[src/rtl/outport_alloc.sv]
// Per-output-port allocator: arbiter request/QoS generation, wormhole lock, registered output stage.
// Optional statistics counters are enabled with `define OUTPORT_STATS_EN.
module outport_alloc #(
    parameter int unsigned WIDTH = 4,
    parameter int unsigned DW    = 64
) (
    input  logic                clk,
    input  logic                rst_n,
    input  logic [WIDTH-1:0]    in_valid,
    input  logic [WIDTH-1:0]    in_qos,
    input  logic [WIDTH-1:0]    in_last,
    input  logic [WIDTH*DW-1:0] in_data,
    output logic [WIDTH-1:0]    in_ready,
    output logic [WIDTH-1:0]    arb_req,
    output logic [WIDTH-1:0]    arb_qos,
    input  logic [WIDTH-1:0]    arb_gnt,
    output logic                out_valid,
    output logic                out_qos,
    output logic                out_last,
    output logic [DW-1:0]       out_data,
    input  logic                out_ready,
    output logic                busy
`ifdef OUTPORT_STATS_EN
    ,
    input  logic                stat_clr,
    output logic [31:0]         stat_flits,
    output logic [31:0]         stat_pkts,
    output logic [31:0]         stat_stall
`endif
);

    typedef enum logic {StIdle, StLocked} state_e;

    localparam logic [WIDTH-1:0] One = WIDTH'(1);

    state_e           state_q, state_d;
    logic [WIDTH-1:0] owner_q, owner_d;
    logic             out_valid_q, out_valid_d;
    logic             out_qos_q, out_qos_d;
    logic             out_last_q, out_last_d;
    logic [DW-1:0]    out_data_q, out_data_d;

    logic [WIDTH-1:0] sel;
    logic             space, gnt_legal, xfer;
    logic             sel_qos, sel_last;
    logic [DW-1:0]    sel_data;

    // A multi-hot grant is illegal and is treated as no grant at all.
    assign gnt_legal = ((arb_gnt & (arb_gnt - One)) == '0);
    assign space     = !out_valid_q || out_ready;

    always_comb begin
        arb_req = '0;
        arb_qos = '0;
        sel     = '0;
        if (state_q == StIdle) begin
            arb_req = in_valid;
            arb_qos = in_valid & in_qos;
            if (gnt_legal) sel = arb_gnt;
        end else begin
            sel = owner_q;
        end
        if (!rst_n) begin
            arb_req = '0;
            arb_qos = '0;
        end
        in_ready = rst_n ? (sel & {WIDTH{space}}) : '0;
    end

    always_comb begin
        sel_data = '0;
        sel_qos  = 1'b0;
        sel_last = 1'b0;
        for (int unsigned i = 0; i < WIDTH; i++) begin
            if (sel[i]) begin
                sel_data = sel_data | in_data[i*DW +: DW];
                sel_qos  = sel_qos | in_qos[i];
                sel_last = sel_last | in_last[i];
            end
        end
    end

    assign xfer = (|(sel & in_valid)) && space;

    always_comb begin
        state_d     = state_q;
        owner_d     = owner_q;
        out_valid_d = out_valid_q;
        out_qos_d   = out_qos_q;
        out_last_d  = out_last_q;
        out_data_d  = out_data_q;
        if (xfer) begin
            out_valid_d = 1'b1;
            out_qos_d   = sel_qos;
            out_last_d  = sel_last;
            out_data_d  = sel_data;
            if (state_q == StIdle && !sel_last) begin
                state_d = StLocked;
                owner_d = sel;
            end else if (state_q == StLocked && sel_last) begin
                state_d = StIdle;
            end
        end else if (out_valid_q && out_ready) begin
            out_valid_d = 1'b0;
        end
    end

    always_ff @(posedge clk or negedge rst_n) begin
        if (!rst_n) begin
            state_q     <= StIdle;
            owner_q     <= '0;
            out_valid_q <= 1'b0;
            out_qos_q   <= 1'b0;
            out_last_q  <= 1'b0;
            out_data_q  <= '0;
        end else begin
            state_q     <= state_d;
            owner_q     <= owner_d;
            out_valid_q <= out_valid_d;
            out_qos_q   <= out_qos_d;
            out_last_q  <= out_last_d;
            out_data_q  <= out_data_d;
        end
    end

    assign out_valid = out_valid_q;
    assign out_qos   = out_qos_q;
    assign out_last  = out_last_q;
    assign out_data  = out_data_q;
    assign busy      = (state_q == StLocked);

`ifdef OUTPORT_STATS_EN
    logic [31:0] flits_q, pkts_q, stall_q;
    logic        fire;

    assign fire = out_valid_q && out_ready;

    always_ff @(posedge clk or negedge rst_n) begin
        if (!rst_n) begin
            flits_q <= '0;
            pkts_q  <= '0;
            stall_q <= '0;
        end else if (stat_clr) begin
            flits_q <= '0;
            pkts_q  <= '0;
            stall_q <= '0;
        end else begin
            if (fire && flits_q != '1) flits_q <= flits_q + 32'd1;
            if (fire && out_last_q && pkts_q != '1) pkts_q <= pkts_q + 32'd1;
            if (out_valid_q && !out_ready && stall_q != '1) stall_q <= stall_q + 32'd1;
        end
    end

    assign stat_flits = flits_q;
    assign stat_pkts  = pkts_q;
    assign stat_stall = stall_q;
`endif

`ifndef SYNTHESIS
    gnt_onehot_a: assert property (@(posedge clk) disable iff (!rst_n) gnt_legal)
        else $error("outport_alloc: multi-hot arb_gnt %b", arb_gnt);
`endif

endmodule

[config.mk]
export PLATFORM = sky130hd
export DESIGN_NAME = outport_alloc
export DESIGN_NICKNAME = d
export VERILOG_FILES = /design/src/rtl/outport_alloc.sv
export SDC_FILE = /design/constraint.sdc
export NUM_CORES = 1
export LEC_CHECK = 0
export ABC_AREA = 1
export BUFFER_PORTS_ARGS = -buffer_cell sky130_fd_sc_hd__buf_2
export CAP_MARGIN = 30
export CORE_AREA = 2 2 139 141
export DETAILED_ROUTE_END_ITERATION = 10
export DIE_AREA = 0 0 141 143
export PLACE_DENSITY = 0.63
export RECOVER_POWER = 25
export SETUP_SLACK_MARGIN = 0.3
export SLEW_MARGIN = 10
export SYNTH_ARGS = -nofsm -noshare
export SYNTH_HDL_FRONTEND = slang
export SYNTH_SLANG_ARGS = --single-unit
[constraint.sdc]
create_clock -name clk -period 2.4 [get_ports clk]
set_input_delay 0.24 -clock clk [delete_from_list [all_inputs] [get_ports clk]]
set_output_delay 0.24 -clock clk [all_outputs]
set_load 0.1 [all_outputs]
# After elaboration in Yosys (flattened, before gate mapping)
# Cells that the tools add are included.
[totals]
register_bits = 72
out_inout_bits = 80
[op_classes]
reduce_logical = 13
bitwise_logic = 14
mux = 23
n_addsub = 1
[ops]
columns = ["op", "n"]
rows = [
  ["$mux W64", 4],
  ["$or A64 B64 Y64", 3],
  ["$mux W4", 7],
  ["$and A4 B4 Y4", 4],
  ["$mux W1", 12],
  ["$or A1 B1 Y1", 6],
  ["$logic_and A1 B1 Y1", 4],
  ["$logic_not A4 Y1", 1],
  ["$reduce_and A2 Y1", 2],
  ["$reduce_bool A2 Y1", 2],
  ["$reduce_or A4 Y1", 1],
  ["$sub A4 B1 Y4 const B", 1],
  ["$logic_not A1 Y1", 2],
  ["$logic_or A1 B1 Y1", 1],
  ["$not A1 Y1", 1],
]

# Longest topological paths before layout
# Gate-level depths: netlist of run 1.
[depth]
word_depth = 16
depth_mapped = 13
depth_no_buf = 12

# Least setup slack after synthesis of run 1
# OpenSTA, ideal clock, no wires.
[synth_path]
path_kind = "reg2out"
startpoint = "register state_q, in the netlist busy"
endpoint = "output port arb_qos[0]"
n_path_buf = 1
stages_incl_launch_ff = 5
required_ns = 2.160
arrival_ns = 3.476
path_slack_ns = -1.316
path_cell_list = "dfrtp_1 buf_2 inv_2 nand2_1 nor3b_1"
[synth_between]
elab_chain_len = 2
[synth_lines]
columns = ["item", "line_no", "source"]
rows = [
  ["start: declaration", "36", "state_e state_q, state_d;"],
  ["start signal: assignment", "110", "state_q <= StIdle;"],
  ["start signal: assignment", "117", "state_q <= state_d;"],
  ["$mux W4", "56", "if (state_q == StIdle) begin"],
  ["$mux W4", "63", "if (!rst_n) begin"],
  ["end: declaration", "15", "output logic [WIDTH-1:0] arb_qos,"],
]
# No other way between the ends.

# Final worst setup path of run 1
[layout_path]
startpoint = "register state_q, in the netlist busy"
endpoint = "output port arb_qos[1]"
# The elaborated chain is that of the path after synthesis.

==> results of run 1 <==
## final cells by class
class / count / area, µm² / share of cell area, %
Tap cell: 234 / 292.8 / 4.151
Timing Repair Buffer: 371 / 1941 / 27.51
Clock inverter: 2 / 35.03 / 0.4967
Clock buffer: 14 / 284.0 / 4.027
Sequential cell: 72 / 1807 / 25.62
Multi-Input combinational cell: 589 / 2645 / 37.50
Inverter: 13 / 48.80 / 0.6919
## power breakdown
group / total [mW] / switching [mW] / internal [mW]
clock network: 1.43 / 0.509 / 0.917
registers: 2.19 / 0.349 / 1.84
logic: 7.73 / 6.44 / 1.30
total: 11.3 / 7.30 / 4.05
## per-layer routing
layer | wire (µm) | share of wire, %
met1 | 7716 | 40
met2 | 9689 | 50
met3 | 1318 | 6.8
met4 | 717 | 3.7
met5 | 0 | 0
## metrics by stage
stage                     setup slack (ns)  total power, mW  cell area, µm²  hold WS (ns)  std cells
after global routing                0.2976            11.95            7053        0.2400       1295
after floorplan                     0.3033            8.464            4786      -0.05559        726
after global placement              0.5111            9.917            6720        0.1100       1278
final                               0.3878            11.35            7053        0.2245       1295
after CTS                           0.3754            11.44            7049      0.008352       1295
after detailed placement            0.4921            9.960            6720        0.1131       1278
## cells in the mapped netlist
cell type  number  area share [%]
a21oi_1         4            0.43
buf_1           6            0.48
buf_2          16             1.7
buf_4          11             1.8
buf_6           5             1.2
clkbuf_1       14             1.1
dfrtp_1        72              39
ha_1            1            0.27
inv_1          12            0.97
inv_2           1           0.080
nand2_1       424              34
nand2_2         3            0.40
nand3_1        72             7.7
nand4_1        71             9.5
nor2_1         10            0.81
nor3b_1         4            0.64
## registers in the layout, indices dropped and copies added (netlist names)
name,flops
out_data,64
busy,1
out_last,1
out_valid,1
out_qos,1
owner_q,4
## repair_timing
| action | CTS | global route |
|---|---|---|
| resized for setup | 0 | 3 |
| setup endpoints to repair | 0 | 30 |
| hold buffers | 1 | 0 |
| hold endpoints to repair | 9 | 0 |
## worst max-delay path: cells and delay by family (launching register included)
family / cells / cell delay (ns)
AND/OR/NAND/NOR: 2 / 0.35
flip-flops: 1 / 0.52
buffers and inverters: 2 / 0.55
## cell families (layout without fill, tap and decap cells)
logic type                 after synthesis  after routing  synth area share (%)
AOI/OAI and AO/OA                        4              4                0.4297
adders and majority gates                1              1                0.2685
and+or+nand+nor                        584            584                 53.28
buffers and inverters                   65            400                 7.357
DFF                                     72             72                 38.67
## how the worst max path moves through the flow
stage / startpoint / endpoint / cells past startpoint
2_1_floorplan: out_valid / in_ready[0] / 4
3_3_place_gp: busy / out_data[57] / 10
3_5_place_dp: busy / out_data[22] / 10
4_1_cts: busy / arb_qos[1] / 4
5_1_grt: busy / arb_qos[2] / 4
6_report: busy / arb_qos[1] / 4
==> flow_summary.toml, run 1 <==
[hold_path]
hold_path.class = "primary input to register"
holdPathStages = 5
worstHoldEndpoint = "out_data[5]"
holdCritStartpoint = "in_data[5]"

[global_route]
grt_pass1_vias = 5757
gr-usage-all-layers_pct = 18.81
met3_usage_pct = 3.823
grt_pass1_wl_um = 29250
busiest_layer = "met2"
grt_overflow = 0
antenna_found_initial = 0
grt_use_met2_pct = 34.33
grt_start_max_net_pins = 41
grtUsageMet1_pct = 20.68

[synth]
yosysUniqueCellTypes = 16
netlist_area_mm2 = 0.004659
ys_seq_area_share_pct = 38.67
synth_warnings = 0
syn-num-nets = 1002
postSynthAreaPerCell_um2 = 6.418
synth_seq_cells = 72
syn-instance-count = 726

[detailed_routing]
wire_per_inst_um = 15.01
dr.pass1.iters = 4
via_per_inst = 4.667
wl_um = 19440
antenna_left = 0
dr_total_vias = 6044
drc = 0
drt_iter0_drc = 235

[placement]
dp_hpwl_um = 15060
place_congestion = 0.8141
io_buffers = 354

[final_layout]
final_common_cell = "nand2_1"
nets = 1332
utilization_pct = 37.96
fillers = 1989
drive_gt1_share_pct = 38.45
syn2layout_area_growth_pct = 51.37
layout_common_cells = "418 x nand2_1, 351 x buf_2, 71 x nand3_1, 71 x nand4_1, 70 x dfrtp_1"
diodes = 0

[floorplanning]
row_count = 50
die_y_um = 143
core_mm2 = 0.01858
dieArea_mm2 = 0.02016
ios = 355
start_util_pct = 25.08
die_w_um = 141

[pwr]
p_leak_nw = 3.982
ir_drop_uv = 762.8
powerDensity_mw_per_mm2 = 1609

[clock_network]
clock_path_buffers = 2
clk_pin_slew_ns = 0.06
numClockSinks = 72
cts_tree = "built"
numCtsBuffers = 9
cts.htree.levels = 3
clk_latency_ns = 0.34
post_cts_buffers = 0
cts_root_buffer = "clkbuf_16"

[setup_path]
startpoint_type = "register"
end_kind = "output port"
crit_chain = "inv_2 > nand2_4 > nor3b_4 > buf_2"
cp_max_fo = 10
crit-reg2reg-capture = "out_data[54]"
cp.arrival_ns = 1.77
r2r_slack_ns = 0.52
crit_required_ns = 2.16
critPathMaxStageDelay_ns = 0.52
r2r_start = "busy"
worstRegToRegCells = 11
slowest_stage = "dfrtp_4"
crit_type = "register to output port"

[outcome]
violations = "capacitance limit, slew limit"
status = "complete, but fails checks"

[timing]
fin_crit_ns = 2.012
finalHoldViolCount = 0
setup_viol = 0
fin_crit_sh_pct = 83.84
skew_ns = 0.008131
max_freq_mhz = 497.0
max_slew_margin_pct = -1.117
tightest_slew_ns = 1.517
drv_slew = 26
grt_setup_unrepaired = "no"
tns_ns = 0

[run]
drv_cap = 1
Power figures use the tool's default switching activity.
==> run 2, diff against run 1 <==
--- a/config.mk
+++ b/config.mk
@@ -8,10 +8,10 @@
 export ABC_AREA = 1
 export BUFFER_PORTS_ARGS = -buffer_cell sky130_fd_sc_hd__buf_2
 export CAP_MARGIN = 30
-export CORE_AREA = 2 2 139 141
+export CORE_AREA = 2 2 137 139
 export DETAILED_ROUTE_END_ITERATION = 10
-export DIE_AREA = 0 0 141 143
-export PLACE_DENSITY = 0.63
+export DIE_AREA = 0 0 139 141
+export PLACE_DENSITY = 0.66
 export RECOVER_POWER = 25
 export SETUP_SLACK_MARGIN = 0.3
 export SLEW_MARGIN = 10
==> constraint.sdc (replaced) <==
create_clock -name clk -period 1.79 [get_ports clk]
set_input_delay 0.179 -clock clk [delete_from_list [all_inputs] [get_ports clk]]
set_output_delay 0.179 -clock clk [all_outputs]
set_load 0.1 [all_outputs]
==> flow_summary.toml, run 2 (synthesized netlist as in run 1, its figures left out) <==
[final_layout]
fillers = 1831
final_area_mm2 = 0.008015
syn2layout_area_growth_pct = 72.02
layout_common_cells = "413 x nand2_1, 340 x buf_2, 71 x nand4_1"
final_common_cell = "nand2_1"
nets = 1358
drive_gt1_share_pct = 44.80
largest_reg_flops = 64
instances_no_fill = 1322

[setup_path]
cp.arrival_ns = 1.69
crit_type = "register to output port"
end_kind = "output port"
crit_required_ns = 1.61
cp_max_fo = 5
startpoint_type = "register"
r2r_slack_ns = -0.04

[floorplanning]
ios = 355
start_util_pct = 25.51
die_y_um = 141
dieArea_mm2 = 0.01960
die_w_um = 139
core_mm2 = 0.01827
row_count = 50

[outcome]
status = "complete, but fails checks"
violations = "setup timing"

[detailed_routing]
antenna_left = 0
wl_met1_um = 7751
drc = 0
wire_per_inst_um = 14.60
met3_length_um = 1192
dr.pass1.iters = 6
drt_iter0_drc = 293
dr_total_vias = 6128
wl_um = 19300
top_layer = "met4"
via_per_inst = 4.635
wl_met2_um = 9882

[clock_network]
clk_pin_slew_ns = 0.06
numClockSinks = 72
cts.htree.levels = 3
cts_root_buffer = "clkbuf_16"
clk_latency_ns = 0.34
clock_path_buffers = 2
numCtsBuffers = 9
cts_tree = "built"

[placement]
dpl.cell_count = 1289
place_congestion = 0.7812
io_buffers = 354
dpl-instance-area_mm2 = 0.007347
dp_hpwl_um = 14450

[pwr]
ir_drop_uv = 1203
report.power.total_mw = 16.41
p_leak_nw = 4.264
powerDensity_mw_per_mm2 = 2047

[timing]
max_freq_mhz = 535.8
setup_viol = 41
drv_slew = 0
setup_ws_ns = -0.07647
skew_ns = 0.008089
finalHoldViolCount = 0
fin_crit_sh_pct = 104.3
max_slew_margin_pct = 37.22
fin_crit_ns = 1.866
tightest_slew_ns = 0.9417
grt_setup_unrepaired = "yes"

[global_route]
grt_start_max_net_pins = 67
grt_overflow = 0
grt_pass1_vias = 5800
antenna_found_initial = 1
grt_pass1_wl_um = 29290
gr-usage-all-layers_pct = 18.61

[run]
drv_cap = 0

[hold_path]
hold_path.class = "primary input to register"
run 2: changes by cell type in the layout (fill, tap and decap cells not counted), sizes merged:
cell and change:
dlygate4sd3 +1, bufinv +1, inv -1, clkinv +1
buf +25, clkbuf -1, diode +1
run 2: repair_timing:
item | in CTS | in global routing
hold buffers | 2 | 0
cloned | 0 | 4
pin swaps | 3 | 7
resized for setup | 15 | 24
endpoints found under the hold margin | 6 | 0
setup buffers | 6 | 4
endpoints found under the setup margin | 85 | 84
run 2: metal layers:
metal / vias to the layer above / track usage (%)
met5: - / 0
met4: 0 / 7.443
met3: 28 / 3.668
met2: 261 / 33.73
met1: 2768 / 21.60
li1: 3071 / -
run 2: report_power, final:
part | switching [mW] | internal, mW
registers | 0.470 | 2.47
clock network | 0.674 | 1.29
logic | 9.05 | 2.45
run 2: final cells by class:
type	count	area (µm²)	share of cell area [%]
Clock buffer	13	260.3	3.247
Clock inverter	3	65.06	0.8117
Inverter	13	53.80	0.6712
Tap cell	234	292.8	3.653
Timing Repair Buffer	397	2535	31.63
Antenna cell	1	2.502	0.03122
Sequential cell	72	1809	22.57
Multi-Input combinational cell	589	2997	37.39
run 2: through the flow:
step                      util, %  setup slack [ns]  setup TNS, ns  hold WS [ns]
after floorplan                 -           -0.2167         -5.988       -0.1166
after global placement      40.22           0.02659              0       0.04204
after detailed placement    40.22         -0.002980      -0.004899       0.04416
after CTS                   42.79          -0.06165        -0.9096        0.1552
after global routing        43.88           -0.1728         -9.426        0.1799
final                       43.88          -0.07647         -1.165        0.1682
run 2: critical path, cell delays in order (launching register included):
cell and delay, ns:
dfrtp_4 0.53, buf_12 0.15, nor2_4 0.09, nand3_4 0.09
buf_6 0.14, a21oi_4 0.15, buf_12 0.19
run 2: worst paths after layout:
path                         startpoint           end  cells past startpoint
max                                busy   in_ready[0]                      6
min                        in_data[111]  out_data[47]                      5
max reg2reg                        busy  out_data[44]                     12
min reg2reg                out_data[48]  out_data[48]                      2
max in group asynchronous         rst_n     out_valid                      3
min in group asynchronous         rst_n          busy                      2
